[src/rtl/ramsdp_port_arbiter_if.sv]
// Requester-side and RAM-side signal bundle for ramsdp_port_arbiter.
// The master side drives requests and ram_q; the slave side is the arbiter.
interface ramsdp_port_arbiter_if #(
    parameter int BUS_WIDTH  = 8,
    parameter int ADDR_WIDTH = 8,
    parameter int NUM_RD     = 4
);
    logic [NUM_RD-1:0]            rd_req;
    logic [NUM_RD*ADDR_WIDTH-1:0] rd_addr;
    logic [NUM_RD-1:0]            rd_gnt;
    logic [NUM_RD-1:0]            rd_valid;
    logic [BUS_WIDTH-1:0]         rd_data;
    logic [1:0]                   wr_req;
    logic [2*ADDR_WIDTH-1:0]      wr_addr;
    logic [2*BUS_WIDTH-1:0]       wr_data;
    logic [1:0]                   wr_gnt;
    logic [ADDR_WIDTH-1:0]        ram_rdaddress;
    logic [BUS_WIDTH-1:0]         ram_q;
    logic                         ram_wren;
    logic [ADDR_WIDTH-1:0]        ram_wraddress;
    logic [BUS_WIDTH-1:0]         ram_data;

    modport master (
        output rd_req, rd_addr, wr_req, wr_addr, wr_data, ram_q,
        input  rd_gnt, rd_valid, rd_data, wr_gnt,
        input  ram_rdaddress, ram_wren, ram_wraddress, ram_data
    );

    modport slave (
        input  rd_req, rd_addr, wr_req, wr_addr, wr_data, ram_q,
        output rd_gnt, rd_valid, rd_data, wr_gnt,
        output ram_rdaddress, ram_wren, ram_wraddress, ram_data
    );
endinterface

[src/rtl/ramsdp_port_arbiter.sv]
// Round-robin read / fixed-priority write arbiter in front of one RAMSDP.
// Read grants travel down a tag pipeline matching the RAM read latency.
module ramsdp_port_arbiter #(
    parameter int BUS_WIDTH    = 8,
    parameter int ADDR_WIDTH   = 8,
    parameter int NUM_RD       = 4,
    parameter int READ_LATENCY = 2
) (
    input  logic                  clock,
    input  logic                  reset_n,
    ramsdp_port_arbiter_if.slave  bus
);
    localparam int PW = $clog2(NUM_RD);

    logic [PW-1:0]     rr_ptr;
    logic [PW-1:0]     gnt_idx;
    logic [PW:0]       scan;
    logic              gnt_any;
    logic [NUM_RD-1:0] gnt_vec;
    logic [NUM_RD-1:0] tag_pipe [READ_LATENCY];
    logic [1:0]        wgnt;

    // Search starts at rr_ptr and wraps; first asserted request wins.
    always_comb begin
        gnt_any = 1'b0;
        gnt_idx = '0;
        gnt_vec = '0;
        scan    = '0;
        for (int k = 0; k < NUM_RD; k++) begin
            scan = {1'b0, rr_ptr} + (PW+1)'(k);
            if (scan >= (PW+1)'(NUM_RD)) begin
                scan = scan - (PW+1)'(NUM_RD);
            end
            if (!gnt_any && bus.rd_req[scan[PW-1:0]]) begin
                gnt_any = 1'b1;
                gnt_idx = scan[PW-1:0];
            end
        end
        if (!reset_n) begin
            gnt_any = 1'b0;
        end
        if (gnt_any) begin
            gnt_vec[gnt_idx] = 1'b1;
        end
    end

    always_comb begin
        bus.ram_rdaddress = '0;
        for (int i = 0; i < NUM_RD; i++) begin
            if (gnt_vec[i]) begin
                bus.ram_rdaddress = bus.rd_addr[i*ADDR_WIDTH +: ADDR_WIDTH];
            end
        end
    end

    always_ff @(posedge clock) begin
        if (!reset_n) begin
            rr_ptr <= '0;
        end else if (gnt_any) begin
            if (gnt_idx == PW'(NUM_RD-1)) begin
                rr_ptr <= '0;
            end else begin
                rr_ptr <= gnt_idx + 1'b1;
            end
        end
    end

    // Clearing on reset drops every in-flight read tag.
    always_ff @(posedge clock) begin
        if (!reset_n) begin
            for (int s = 0; s < READ_LATENCY; s++) begin
                tag_pipe[s] <= '0;
            end
        end else begin
            tag_pipe[0] <= gnt_vec;
            for (int s = 1; s < READ_LATENCY; s++) begin
                tag_pipe[s] <= tag_pipe[s-1];
            end
        end
    end

    assign bus.rd_gnt   = gnt_vec;
    assign bus.rd_valid = reset_n ? tag_pipe[READ_LATENCY-1] : '0;
    assign bus.rd_data  = bus.ram_q;

    // Writer 0 always wins; writer 0 also steers the mux when idle.
    always_comb begin
        wgnt = '0;
        if (reset_n) begin
            wgnt[0] = bus.wr_req[0];
            wgnt[1] = bus.wr_req[1] & ~bus.wr_req[0];
        end
    end

    always_comb begin
        bus.wr_gnt   = wgnt;
        bus.ram_wren = |wgnt;
        if (wgnt[1]) begin
            bus.ram_wraddress = bus.wr_addr[ADDR_WIDTH +: ADDR_WIDTH];
            bus.ram_data      = bus.wr_data[BUS_WIDTH +: BUS_WIDTH];
        end else begin
            bus.ram_wraddress = bus.wr_addr[0 +: ADDR_WIDTH];
            bus.ram_data      = bus.wr_data[0 +: BUS_WIDTH];
        end
    end
endmodule
[src/flat_wrapper.sv]
// flat-port wrapper written by rule: the top's interface ports become plain ports
module ramsdp_port_arbiter_flat 
#(
    parameter int BUS_WIDTH    = 8,
    parameter int ADDR_WIDTH   = 8,
    parameter int NUM_RD       = 4,
    parameter int READ_LATENCY = 2
)
  (clock, reset_n, bus_rd_req, bus_rd_addr, bus_wr_req, bus_wr_addr, bus_wr_data, bus_ram_q, bus_rd_gnt, bus_rd_valid, bus_rd_data, bus_wr_gnt, bus_ram_rdaddress, bus_ram_wren, bus_ram_wraddress, bus_ram_data);
  ramsdp_port_arbiter_if #(.BUS_WIDTH(BUS_WIDTH), .ADDR_WIDTH(ADDR_WIDTH), .NUM_RD(NUM_RD)) bus_i ();
  input  logic clock;
  input  logic reset_n;
  input wire logic [$bits(bus_i.rd_req)-1:0] bus_rd_req;
  input wire logic [$bits(bus_i.rd_addr)-1:0] bus_rd_addr;
  input wire logic [$bits(bus_i.wr_req)-1:0] bus_wr_req;
  input wire logic [$bits(bus_i.wr_addr)-1:0] bus_wr_addr;
  input wire logic [$bits(bus_i.wr_data)-1:0] bus_wr_data;
  input wire logic [$bits(bus_i.ram_q)-1:0] bus_ram_q;
  output wire logic [$bits(bus_i.rd_gnt)-1:0] bus_rd_gnt;
  output wire logic [$bits(bus_i.rd_valid)-1:0] bus_rd_valid;
  output wire logic [$bits(bus_i.rd_data)-1:0] bus_rd_data;
  output wire logic [$bits(bus_i.wr_gnt)-1:0] bus_wr_gnt;
  output wire logic [$bits(bus_i.ram_rdaddress)-1:0] bus_ram_rdaddress;
  output wire logic [$bits(bus_i.ram_wren)-1:0] bus_ram_wren;
  output wire logic [$bits(bus_i.ram_wraddress)-1:0] bus_ram_wraddress;
  output wire logic [$bits(bus_i.ram_data)-1:0] bus_ram_data;
  assign bus_i.rd_req = bus_rd_req;
  assign bus_i.rd_addr = bus_rd_addr;
  assign bus_i.wr_req = bus_wr_req;
  assign bus_i.wr_addr = bus_wr_addr;
  assign bus_i.wr_data = bus_wr_data;
  assign bus_i.ram_q = bus_ram_q;
  assign bus_rd_gnt = bus_i.rd_gnt;
  assign bus_rd_valid = bus_i.rd_valid;
  assign bus_rd_data = bus_i.rd_data;
  assign bus_wr_gnt = bus_i.wr_gnt;
  assign bus_ram_rdaddress = bus_i.ram_rdaddress;
  assign bus_ram_wren = bus_i.ram_wren;
  assign bus_ram_wraddress = bus_i.ram_wraddress;
  assign bus_ram_data = bus_i.ram_data;
  ramsdp_port_arbiter #(.BUS_WIDTH(BUS_WIDTH), .ADDR_WIDTH(ADDR_WIDTH), .NUM_RD(NUM_RD), .READ_LATENCY(READ_LATENCY)) u_core (.clock(clock), .reset_n(reset_n), .bus(bus_i));
endmodule
[config.mk]
export PLATFORM = sky130hd
export DESIGN_NAME = ramsdp_port_arbiter_flat
export DESIGN_NICKNAME = d
export VERILOG_FILES = /design/src/rtl/ramsdp_port_arbiter_if.sv /design/src/rtl/ramsdp_port_arbiter.sv /design/src/flat_wrapper.sv
export SDC_FILE = /design/constraint.sdc
export NUM_CORES = 1
export LEC_CHECK = 0
export CAP_MARGIN = 0
export CORE_UTILIZATION = 23
export CTS_BUF_LIST = sky130_fd_sc_hd__clkbuf_4 sky130_fd_sc_hd__clkbuf_8 sky130_fd_sc_hd__clkbuf_16
export CTS_CLUSTER_SIZE = 28
export DETAILED_ROUTE_END_ITERATION = 12
export HOLD_SLACK_MARGIN = 0.05
export PLACE_DENSITY = 0.72
export SLEW_MARGIN = 20
export SYNTH_ARGS = -nofsm -noshare
export SYNTH_HDL_FRONTEND = slang
export SYNTH_SLANG_ARGS = --single-unit
[constraint.sdc]
create_clock -name clock -period 1.85 [get_ports clock]
set_input_delay 0.185 -clock clock [delete_from_list [all_inputs] [get_ports clock]]
set_output_delay 0.185 -clock clock [all_outputs]
set_load 0.005 [all_outputs]
==> impl_metrics.tcl <==
set metrics [dict create \
    ys_types 31 \
    yosysTopAreaCell "dfxtp_1" \
    worst_slew_pin_slew_ps 272.2 \
    sw_frac_of_total_pct 30.74 \
    p_clk_share_pct 16.2 \
    grt.total_usage_pct 17.91 \
    final_max_slew_viol_count 0 \
    critical_path_class "reg2out" \
    hold_viol_final 0 \
    ir_drop_uv 398.6 \
    synth_area_um2 977.2 \
    avgViaCountPerCell 4.582 \
    p_int_mw 1.134 \
    fin_tns_setup_ps -3206 \
    numCtsBuffers 3 \
    ys_seq_area_share_pct 20.49 \
    synthFlopType "dfxtp_1" \
    place_area_mm2 0.002245 \
    synth_top_area_share_pct 20.49 \
    io_buffers 106 \
    firstDrtPassIters 2 \
    grt_first_pass_wirelength_um 6023 \
    synth_most_common_cell "mux2_2" \
    clk_pin_slew_worst_paths_ps 50 \
    antenna_left 0 \
    area.growth.synth_to_final_pct 164.7 \
    cp_data_required_time_ps 1660 \
    max_cap_violations 0 \
    end_kind "output port" \
    design.core.area_mm2 0.004029 \
    tritoncts "done" \
    dieArea_mm2 0.004513 \
    power_density_mw_per_mm2 633.1 \
    routed.top_layer "met4" \
    hold_buffers 0 \
    synthTopCellsByArea "dfxtp_1 20%, mux2_2 18%, a221oi_1 7.2%, buf_4 6.1%, and2_1 5.8%" \
    rows 23 \
    total_power_mw 1.637 \
    gp_congestion 0.7958 \
    die_h_um 67.18 \
    setup_ws_ps -392.3 \
    drc 0 \
    rsz0062_at_grt "true" \
    yosys_register_bits 10 \
    hpwl_um 3064 \
    boundaryPins 123 \
    drt_iter0_markers 23 \
    syn_avg_cell_area_um2 8.352 \
    fin_skew_ps 2.121 \
    ys_async_sr_fraction_pct 0 \
    finalSetupViolCount 10 \
    synth_cells 117 \
    r2r_slack_ps 330 \
    htree_num_levels 1 \
    finalCriticalPeriod_ps 2242 \
    nFillCells 351 \
    wl_um 4097 \
    start_util_pct 24.25 \
    grt_pass1_vias 1291 \
    routedLengthMet1_um 1488 \
    max_freq_ghz 0.4460 \
    period_share_pct 121.2 \
    switchingPower_mw 0.5033 \
    p_leak_nw 1.101 \
    chipWidth_um 67.18 \
    drive_above_1_share_pct 44.53 \
    pwr-share-comb_pct 67.5 \
    met3_length_um 241 \
    grt_overflow 0 \
    cp-start-kind "flop" \
    status "finished with violations" \
    fin_area_mm2 0.002586 \
    synth_common_cells "16 x mux2_2, 10 x dfxtp_1, 9 x and2_1" \
    arrival_ps 2060 \
    violations "setup timing" \
    synthesis.nets 201 \
    hold_class "in2out" \
    vias 1361 \
    clkLatencyLatePin_ps 230 \
    n_antenna_cell 0 \
    route.detailed.wl_per_inst_um 13.79 \
    worstPathMaxFanout 5 \
    slew_headroom_pct 81.85 \
    synth-edff-count 0 \
    p_seq_share_pct 16.3 \
    root_buffer "clkbuf_8" \
    wl_met2_um 2358 \
    holdWs_ps 370.0 \
    num-nets-final 332 \
    grt_max_degree 13 \
    ys_warn_count 0 \
    cts_buffer_depth 2 \
    antenna_found_initial 0 \
    clkSinkCount 10 \
]
-- what timing repair did --
item | 4_1_cts | 5_1_grt
pin swaps | 15 | 9
setup endpoints to repair | 29 | 17
cloned | 1 | 0
buffers inserted | 12 | 3
resized for setup | 101 | 14
-- path summary, 6_finish.rpt --
check / cells past startpoint / endpoint / from
worst max-delay path: 9 / bus_ram_rdaddress[5] / u_core.rr_ptr[1]
worst min register to register: 1 / u_core.tag_pipe[0][6] / u_core.tag_pipe[0][2]
worst min-delay path: 0 / bus_rd_data[0] / bus_ram_q[0]
worst max register to register: 9 / u_core.tag_pipe[0][1] / u_core.rr_ptr[1]
-- sequential cells by signal, summed over array words and instances, names as in the netlist --
name	flops
u_core.rr_ptr	2
u_core.tag_pipe	8
-- metrics by stage --
step	cells	utilization, %	setup slack (ps)
2_1_floorplan	117	-	5.645
3_3_place_gp	277	55.71	-1011
3_5_place_dp	277	55.71	-1057
4_1_cts	294	62.36	-401.4
5_1_grt	297	64.19	-493.5
6_report	297	64.19	-392.3
-- metal layers --
layer,vias to the layer above,track usage [%]
met5,-,0
met4,0,3.191
met3,4,5.405
met2,50,33.25
li1,679,-
met1,628,20.04
-- final cells by class --
cell class                      instances  area [µm²]  share of cell area [%]
Clock buffer                            4       55.05                   2.129
Inverter                                6       30.03                   1.161
Multi-Input combinational cell         85       877.1                   33.91
Sequential cell                        10       207.7                   8.031
Tap cell                               50       62.56                   2.419
Timing Repair Buffer                  142        1354                   52.35
-- cell families after synthesis --
family          share of synthesized area [%]
compound gates                          19.72
buf+inv                                 13.06
flops                                   20.49
fa+ha+maj                               5.122
simple gates                            22.15
mux                                     19.46
-- critical path, cell delays in order (launching register included) --
cell	delay (ps)
dfxtp_4	380
a21oi_2	60
o21a_1	190
o21a_2	250
ha_4	170
or2_4	280
buf_12	140
a221oi_2	160
nor3_1	60
buf_2	120
-- power by group through the flow --
stage | Sequential (mW) | Combinational [mW] | Clock, mW
after floorplan | 0.259 | 0.424 | 0
after global placement | 0.263 | 0.842 | 0
after detailed placement | 0.263 | 0.846 | 0
after CTS | 0.266 | 1.01 | 0.274
after global routing | 0.269 | 1.19 | 0.291
final | 0.267 | 1.11 | 0.265
-- layout by cell type, fill, tap and decap left out, types with 2 or more instances in the layout --
master / count
dlygate4sd2_1: 11
and3_1: 2
o22ai_2: 6
mux2_2: 16
buf_4: 23
nor2_1: 4
buf_12: 2
ha_4: 4
or2_4: 2
and3_4: 2
and2_1: 9
buf_2: 10
a221oi_2: 8
dfxtp_1: 8
nor2b_4: 2
dfxtp_4: 2
nor3_1: 8
inv_1: 3
buf_6: 12
o21ai_2: 2
o22ai_1: 2
clkdlybuf4s50_1: 80
a21oi_2: 2
clkbuf_8: 4
o21a_1: 2
Note: power is estimated with default switching activity, not from simulation.
